**src/rtl/exec_pkg.sv**
```systemverilog
// Shared definitions for the start/done execution responder.
//   - opcode encodings carried on the request
//   - FSM state encoding (2 bits; 2'b11 is unused and recovers to IDLE)
//   - default datapath and counter widths
package exec_pkg;

   localparam int DEFAULT_WIDTH = 8;
   localparam int DEFAULT_CNT_W = 8;

   localparam logic [1:0] OP_ADD = 2'b00;
   localparam logic [1:0] OP_SUB = 2'b01;
   localparam logic [1:0] OP_MUL = 2'b10;
   localparam logic [1:0] OP_AND = 2'b11;

   typedef enum logic [1:0] {
      ST_IDLE    = 2'b00,
      ST_COMPUTE = 2'b01,
      ST_DONE    = 2'b10
   } state_e;

endpackage

```
**src/rtl/exec_responder_seq_multiplier.sv**
```systemverilog
// Unsigned shift-add multiplier, one multiplier bit per step, LSB first.
// Ports:
//   clk, rst_n    clock, async active-low reset
//   load_i        capture operands, clear accumulator, arm iteration counter
//   step_i        perform one iteration
//   mcand_i       multiplicand (op_a)
//   mplier_i      multiplier (op_b)
//   finish_o      high during the step that completes the product
//   product_o     accumulator value after the current step; the full product
//                 when finish_o is high
module seq_multiplier
   import exec_pkg::*;
#(
   parameter int WIDTH = DEFAULT_WIDTH
) (
   input  logic               clk,
   input  logic               rst_n,
   input  logic               load_i,
   input  logic               step_i,
   input  logic [WIDTH-1:0]   mcand_i,
   input  logic [WIDTH-1:0]   mplier_i,
   output logic               finish_o,
   output logic [2*WIDTH-1:0] product_o
);

   localparam int RW = 2 * WIDTH;
   localparam int IW = $clog2(WIDTH + 1);
   localparam logic [IW-1:0] ITER_INIT = IW'(WIDTH);
   localparam logic [IW-1:0] ITER_LAST = IW'(1);

   logic [RW-1:0]    acc_q,    acc_d;
   logic [RW-1:0]    mcand_q,  mcand_d;
   logic [WIDTH-1:0] mplier_q, mplier_d;
   logic [IW-1:0]    iter_q,   iter_d;
   logic [RW-1:0]    acc_next;

   // Remaining-iteration down-counter; the step that sees 1 is the last one.
   assign acc_next  = acc_q + (mplier_q[0] ? mcand_q : '0);
   assign product_o = acc_next;
   assign finish_o  = step_i && (iter_q == ITER_LAST);

   always_comb begin
      acc_d    = acc_q;
      mcand_d  = mcand_q;
      mplier_d = mplier_q;
      iter_d   = iter_q;
      if (load_i) begin
         acc_d    = '0;
         mcand_d  = RW'(mcand_i);
         mplier_d = mplier_i;
         iter_d   = ITER_INIT;
      end else if (step_i && (iter_q != '0)) begin
         acc_d    = acc_next;
         mcand_d  = mcand_q << 1;
         mplier_d = mplier_q >> 1;
         iter_d   = iter_q - ITER_LAST;
      end
   end

   always_ff @(posedge clk or negedge rst_n) begin
      if (!rst_n) begin
         acc_q    <= '0;
         mcand_q  <= '0;
         mplier_q <= '0;
         iter_q   <= '0;
      end else begin
         acc_q    <= acc_d;
         mcand_q  <= mcand_d;
         mplier_q <= mplier_d;
         iter_q   <= iter_d;
      end
   end

endmodule

```
**src/rtl/exec_responder.sv**
```systemverilog
// Worker end of the sequencer start/done handshake. Accepts a request
// (opcode + two operands) in IDLE or DONE, executes it, then holds done and
// result until the next request is accepted. Counts completed operations.
// Ports:
//   clk, rst_n    clock, async active-low reset
//   start         request strobe, honoured only in IDLE or DONE
//   opcode        00 ADD, 01 SUB, 10 MUL, 11 AND
//   op_a, op_b    operands, captured on the accepting edge
//   busy          high in COMPUTE
//   done          high in DONE
//   result        2*WIDTH result of the last completed operation
//   op_count      wrapping count of completed operations
//
// state      | meaning
// -----------+-------------------------------------------------------------
// ST_IDLE    | waiting for the first request after reset
// ST_COMPUTE | executing; 1 cycle for ADD/SUB/AND, WIDTH cycles for MUL
// ST_DONE    | result valid and held; a new start is accepted immediately
module exec_responder
   import exec_pkg::*;
#(
   parameter int WIDTH = DEFAULT_WIDTH,
   parameter int CNT_W = DEFAULT_CNT_W
) (
   input  logic               clk,
   input  logic               rst_n,
   input  logic               start,
   input  logic [1:0]         opcode,
   input  logic [WIDTH-1:0]   op_a,
   input  logic [WIDTH-1:0]   op_b,
   output logic               busy,
   output logic               done,
   output logic [2*WIDTH-1:0] result,
   output logic [CNT_W-1:0]   op_count
);

   localparam int RW = 2 * WIDTH;

   state_e           state_q,  state_d;
   logic [1:0]       opc_q,    opc_d;
   logic [WIDTH-1:0] a_q,      a_d;
   logic [WIDTH-1:0] b_q,      b_d;
   logic [RW-1:0]    result_q, result_d;
   logic [CNT_W-1:0] count_q,  count_d;

   logic             mul_load;
   logic             mul_step;
   logic             mul_finish;
   logic [RW-1:0]    mul_product;
   logic [RW-1:0]    alu_res;

   seq_multiplier #(
      .WIDTH (WIDTH)
   ) u_mul (
      .clk       (clk),
      .rst_n     (rst_n),
      .load_i    (mul_load),
      .step_i    (mul_step),
      .mcand_i   (op_a),
      .mplier_i  (op_b),
      .finish_o  (mul_finish),
      .product_o (mul_product)
   );

   // Operands are zero-extended before SUB so a negative difference comes
   // out as the full-width two's complement value.
   always_comb begin
      alu_res = '0;
      case (opc_q)
         OP_ADD:  alu_res = RW'(a_q) + RW'(b_q);
         OP_SUB:  alu_res = RW'(a_q) - RW'(b_q);
         OP_AND:  alu_res = RW'(a_q & b_q);
         default: alu_res = '0;
      endcase
   end

   always_comb begin
      state_d  = state_q;
      opc_d    = opc_q;
      a_d      = a_q;
      b_d      = b_q;
      result_d = result_q;
      count_d  = count_q;
      mul_load = 1'b0;
      mul_step = 1'b0;
      case (state_q)
         ST_IDLE, ST_DONE: begin
            if (start) begin
               state_d  = ST_COMPUTE;
               opc_d    = opcode;
               a_d      = op_a;
               b_d      = op_b;
               mul_load = 1'b1;
            end
         end
         ST_COMPUTE: begin
            if (opc_q == OP_MUL) begin
               mul_step = 1'b1;
               if (mul_finish) begin
                  result_d = mul_product;
                  state_d  = ST_DONE;
                  count_d  = count_q + CNT_W'(1);
               end
            end else begin
               result_d = alu_res;
               state_d  = ST_DONE;
               count_d  = count_q + CNT_W'(1);
            end
         end
         default: begin
            state_d  = ST_IDLE;
            opc_d    = '0;
            a_d      = '0;
            b_d      = '0;
            result_d = '0;
            count_d  = '0;
         end
      endcase
   end

   always_ff @(posedge clk or negedge rst_n) begin
      if (!rst_n) begin
         state_q  <= ST_IDLE;
         opc_q    <= '0;
         a_q      <= '0;
         b_q      <= '0;
         result_q <= '0;
         count_q  <= '0;
      end else begin
         state_q  <= state_d;
         opc_q    <= opc_d;
         a_q      <= a_d;
         b_q      <= b_d;
         result_q <= result_d;
         count_q  <= count_d;
      end
   end

   assign busy     = (state_q == ST_COMPUTE);
   assign done     = (state_q == ST_DONE);
   assign result   = result_q;
   assign op_count = count_q;

endmodule

```
**config.mk**
```make
export PLATFORM = sky130hd
export DESIGN_NAME = exec_responder
export DESIGN_NICKNAME = d
export VERILOG_FILES = /design/src/rtl/exec_pkg.sv /design/src/rtl/exec_responder_seq_multiplier.sv /design/src/rtl/exec_responder.sv
export SDC_FILE = /design/constraint.sdc
export NUM_CORES = 1
export LEC_CHECK = 0
export CAP_MARGIN = 20
export CORE_MARGIN = 2
export CORE_UTILIZATION = 50
export CTS_BUF_LIST = sky130_fd_sc_hd__clkbuf_4
export CTS_CLUSTER_DIAMETER = 120
export DETAILED_ROUTE_END_ITERATION = 6
export PLACE_DENSITY = 0.7
export SLEW_MARGIN = 30
export SYNTH_ARGS = -nofsm -noshare
export SYNTH_HDL_FRONTEND = slang
export SYNTH_SLANG_ARGS = --single-unit
```
**constraint.sdc**
```tcl
create_clock -name clk -period 2.9 [get_ports clk]
set_clock_uncertainty 0.1 [all_clocks]
set_input_delay 0.725 -clock clk [delete_from_list [all_inputs] [get_ports clk]]
set_output_delay 0.725 -clock clk [all_outputs]
set_load 0.1 [all_outputs]
```
Yosys cells after proc, flatten, opt, wreduce, memory -nomap -nowiden
Cells that the tools add are included.

word-level totals
  word-level logic and storage cells = 66
  register bits after elaboration = 88
  output and inout port bits = 26

operators by class
  reductions and logical operators = 10
  $add $sub $neg = 5
  eq/ne operators = 8
  multiplexer cells = 30
  bitwise logic cells = 3

operator list
  cell                   number
  $mux W16               7
  $mux W8                6
  $pmux W16 S3           1
  $pmux W8 S2            3
  $pmux W16 S2           1
  $add A16 B16 Y16       1
  $add A8 B8 Y9          1
  $sub A8 B8 Y9          1
  $add A8 B1 Y8 const B  1
  $and A8 B8 Y8          1
  $mux W2                4
  $mux W4                2
  $pmux W2 S2            2
  $eq A2 B2 Y1 const B   3
  $reduce_and A2 Y1      3
  $eq A2 B1 Y1 const B   2
  $eq A4 B1 Y1 const B   1
  $logic_not A2 Y1       2
  $mux W1                4
  $reduce_bool A4 Y1     1
  $sub A4 B1 Y4 const B  1
  $ne A3 B3 Y1 const B   1
  $logic_and A1 B1 Y1    2
  $ne A2 B2 Y1 const B   1
  3 further kinds        4

Longest topological paths before layout
  word-level depth = 7
  gate-level depth with buffers = 10

By module
From an unflattened synthesis, not the netlist that was laid out.

second synthesis, totals
  cell total of the unflattened synthesis = 581
  area, all modules = 5464.0 µm²

by module, submodules not included
  module          instances  cells each  sequential area each (µm²)  area an instance (µm²)
  exec_responder  1          272         1101.1                      2742.6
  seq_multiplier  1          309         1101.1                      2721.4

Worst setup path after synthesis
No wires, ideal clock.

  path kind = register to output
  from = register state_q[0]
  to = output port done
  cell stages (with the launch flop) = 2
  data required time = 2.075 ns
  arrival time = 1.800 ns
  buffers on the path = 0
  path slack = 0.275 ns
  cells stage by stage = dfrtp_1 nor2b_1

between the ends
  cells in the longest elaborated chain, start to end = 1

ends and longest elaborated chain
  what                    RTL line               source
  start, declared         exec_responder.sv:39   state_e state_q, state_d;
  start signal, assigned  exec_responder.sv:130  state_q <= state_d;
  $eq A2 B2 Y1            exec_responder.sv:140  assign done = (state_q == ST_DONE);
  end, declared           exec_responder.sv:32   output logic done,

Every way passes these cells.

Final worst setup path
  from = register u_mul.mplier_q[0]
  to = register u_mul.acc_q[15]

between the ends
  cells in the longest elaborated chain, start to end = 4

ends and longest elaborated chain
  what                    RTL line                             source
  start, declared         exec_responder_seq_multiplier.sv:33  logic [WIDTH-1:0] mplier_q, mplier_d;
  start signal, assigned  exec_responder_seq_multiplier.sv:69  mplier_q <= mplier_d;
  $mux W16                exec_responder_seq_multiplier.sv:38  assign acc_next = acc_q + (mplier_q[0] ? mcand_q : '0);
  $add A16 B16 Y16        exec_responder_seq_multiplier.sv:38
  $mux W16                exec_responder_seq_multiplier.sv:52  end else if (step_i && (iter_q != '0)) begin
  $mux W16                exec_responder_seq_multiplier.sv:47  if (load_i) begin
  end signal, assigned    exec_responder_seq_multiplier.sv:62  acc_q <= '0;
  end signal, assigned    exec_responder_seq_multiplier.sv:67  acc_q <= acc_d;
  end, declared           exec_responder_seq_multiplier.sv:31  logic [RW-1:0] acc_q, acc_d;

Every way passes these cells. The select of a mux whose other input is x is not followed.
A chain may end at the register's enable or synchronous reset.

==> results.sh <==
export IMPL_synth_flop_cell="dfrtp_1"
export IMPL_crit_type="flop to flop"
export IMPL_hp_class="input pin to async pin"
export IMPL_htree_num_levels=3
export IMPL_via_per_inst=5.84
export IMPL_worstReg2RegEnd="u_mul.acc_q[15]$_DFFE_PN0P_"
export IMPL_postRouteAntennaNets=0
export IMPL_required_ns=3.20
export IMPL_vias=4628
export IMPL_clkSinkCount=88
export IMPL_fmax_mhz=377
export IMPL_cts_tree="done"
export IMPL_ys_types=69
export IMPL_grt_first_pass_wirelength_microns=22700
export IMPL_antenna_found_initial=0
export IMPL_wire_per_inst_microns=17.3
export IMPL_worstSetupStartpointType="flop"
export IMPL_final_util_pct=57.7
export IMPL_ys_seq_area_share_pct=39.6
export IMPL_power_internal_w=0.00341
export IMPL_finalHoldViolations=0
export IMPL_layout_common_cells="93 x nand2_1, 87 x dfrtp_1, 43 x nor2_1"
export IMPL_grt_start_max_net_pins=55
export IMPL_grt_util_all_layers_pct=24.7
export IMPL_fp_dieH_microns=109
export IMPL_final_setup_tns_ns=0
export IMPL_crit_start="u_mul.mplier_q[0]$_DFFE_PN0P_"
export IMPL_drv_slew=0
export IMPL_chipWidth_microns=109
export IMPL_timing_rr_start="u_mul.mplier_q[0]$_DFFE_PN0P_"
export IMPL_dr_pass1_iters=5
export IMPL_swShare_pct=51.0
export IMPL_nets=707
export IMPL_min_period_ns=2.65
export IMPL_r2r_cells=9
export IMPL_clkPwrFrac_pct=11.7
export IMPL_pwr_share_comb_pct=59.7
export IMPL_postRouteWirelength_microns=13700
export IMPL_crit_fanout=17
export IMPL_dieArea_sq_mm=0.0120
export IMPL_rrSetupSlack_ns=0.25
export IMPL_dp_final_hpwl_microns=10300
export IMPL_ys_warn_count=0
export IMPL_synthCells=614
export IMPL_path_clk_slew_ns=0.15
export IMPL_status="finished, final reports clean"
export IMPL_power_leakage_nw=2.90
export IMPL_seq_power_share_pct=28.6
export IMPL_pin_count=47
export IMPL_netlist_area_sq_mm=0.00555
export IMPL_cts_buffers=9
export IMPL_crit_arrival_ns=2.95
export IMPL_initial_core_util_pct=51.2
export IMPL_grt_overflow_total=0
export IMPL_synth_avg_cell_area_sq_um=9.05
export IMPL_p_sw_w=0.00356
export IMPL_cts_hold_buf=0
export IMPL_p_per_area_mw_per_mm2=1110
export IMPL_critPathCaptureType="flop"
export IMPL_synth_edf_count=0
export IMPL_postSynthNetCount=673
export IMPL_endpoint="u_mul.acc_q[15]$_DFFE_PN0P_"
export IMPL_clk_latency_ns=0.48
export IMPL_worst_pin_slew_ns=0.606
export IMPL_core_area_sq_mm=0.0108
export IMPL_mostFrequentLayoutCell="nand2_1"
export IMPL_dr_first_iter_drc_count=326
export IMPL_diodes=0
export IMPL_peakVddDrop_uv=726
export IMPL_gp_congestion=0.875
export IMPL_grt_pass1_vias=4428
export IMPL_port_buffers=46
export IMPL_fin_crit_sh_pct=91.4
export IMPL_clockBufferDepth=2
export IMPL_setup_violations=0
export IMPL_cap_viol_max_count=0
export IMPL_syn_to_final_growth_pct=12.5
export IMPL_slew_headroom_pct=59.6
export IMPL_cts_root_buf="clkbuf_4"
export IMPL_synth_seq_cells=88
export IMPL_rows=38
export IMPL_rsz0062_at_grt="no"
export IMPL_synth_async_reset_ratio_pct=100
export IMPL_drive_gt1_share_pct=13.3
export IMPL_drc=0
==> layer usage <==
| layer | wire [microns] | part of all wire, % | GRT usage, % | up-vias |
|---|---|---|---|---|
| met3 | 612 | 4.5 | 3.79 | 20 |
| met2 | 6260 | 46 | 38.6 | 130 |
| met4 | 270 | 2.0 | 8.77 | 0 |
| li1 | - | - | - | 2251 |
| met1 | 6600 | 48 | 35.0 | 2227 |
| met5 | 0 | 0 | 0 | - |
==> critical path, cell delays in order (launching register included) <==
cell,delay (ns)
dfrtp_2,0.52
nand2_1,0.14
inv_1,0.06
ha_1,0.31
a211oi_2,0.27
o21ai_1,0.16
a41oi_2,0.32
nand2_2,0.14
o311ai_0,0.37
a2bb2oi_1,0.20
==> worst min-delay path by stage <==
stage          slack (ns)                          to  cells past startpoint             startpoint
2_1_floorplan        0.33          a_q[0]$_DFFE_PN0P_                      0                  rst_n
4_1_cts              0.14  u_mul.acc_q[0]$_DFFE_PN0P_                      1                  rst_n
5_1_grt              0.16     op_count[6]$_DFFE_PN0P_                      1                  rst_n
3_3_place_gp         0.37       result[1]$_DFFE_PN0P_                      2  result[1]$_DFFE_PN0P_
3_5_place_dp         0.38       result[2]$_DFFE_PN0P_                      2  result[2]$_DFFE_PN0P_
6_report             0.13     op_count[7]$_DFFE_PN0P_                      1                  rst_n
==> logic make-up after synthesis <==
logic type / count (synthesis) / share of synthesized area (%)
multiplexers: 8 / 1.71
flip-flops: 88 / 39.6
AO/OA/AOI/OAI: 161 / 20.9
AND/OR/NAND/NOR: 232 / 19.8
XOR/XNOR: 25 / 3.94
buffers and inverters: 62 / 5.05
adder cells (fa/ha/maj): 38 / 8.97
==> state kept, by name, summed over array words and instances, names as in the netlist <==
signal,flops
a_q,8
opc_q,2
u_mul.mplier_q,8
u_mul.mcand_q,16
result,16
op_count,8
state_q,2
u_mul.iter_q,4
u_mul.acc_q,16
b_q,8
==> Yosys cell counts, types with 3 or more instances <==
library cell	n	area, sq um
mux2i_1	5	50.1
a22o_1	21	184
o31ai_1	5	37.5
nand3_1	30	150
nor4b_1	3	26.3
o21a_1	6	45.0
ha_1	35	438
a31oi_1	20	125
a211oi_1	3	22.5
buf_6	3	33.8
a21oi_1	26	130
nand4_1	4	25.0
o211ai_1	5	37.5
xor2_1	10	87.6
buf_2	14	70.1
inv_1	24	90.1
nor3_1	11	55.1
and2_1	15	93.8
fa_1	3	60.1
dfrtp_1	88	2200
o21ai_0	31	155
a21o_1	7	52.6
clkbuf_1	16	60.1
and3_1	4	25.0
and3_2	5	37.5
xnor2_1	15	131
nor2b_1	5	31.3
nor2_1	43	161
nand2_1	93	349
o21ai_1	5	25.0
nand2b_1	7	43.8
o311ai_0	4	35.0
==> power groups by stage <==
stage | Combinational (W) | Sequential, W | Clock [W]
3_5_place_dp | 0.00412 | 0.00202 | 0
5_1_grt | 0.00454 | 0.00206 | 0.000883
3_3_place_gp | 0.00405 | 0.00200 | 0
6_report | 0.00416 | 0.00200 | 0.000814
2_1_floorplan | 0.00253 | 0.00256 | 0
4_1_cts | 0.00414 | 0.00200 | 0.000833
==> what timing repair did <==
item                                    CTS  global route
gates resized for setup                   0             1
buffers inserted                          0             0
endpoints found under the setup margin    0             4
==> per-stage QoR <==
step | cell area [sq um] | power, W | setup slack, ns | hold WS [ns] | instances
after floorplan | 5550 | 0.00509 | 0.275 | 0.329 | 614
after global placement | 6080 | 0.00605 | 0.338 | 0.372 | 777
after detailed placement | 6080 | 0.00614 | 0.195 | 0.381 | 777
after CTS | 6250 | 0.00697 | 0.149 | 0.137 | 793
after global routing | 6250 | 0.00749 | 0.0131 | 0.159 | 793
final | 6250 | 0.00697 | 0.248 | 0.131 | 793
==> layout make-up <==
cell class / instances / area [sq um]
sequential: 88 / 2200
fill: 961 / 4590
multi-input combinational: 464 / 3070
clock inverter: 7 / 101
timing repair buffer: 60 / 536
tap: 140 / 175
clock buffer: 9 / 67.6
inverter: 25 / 93.8
Note: power is estimated with default switching activity, not from simulation.
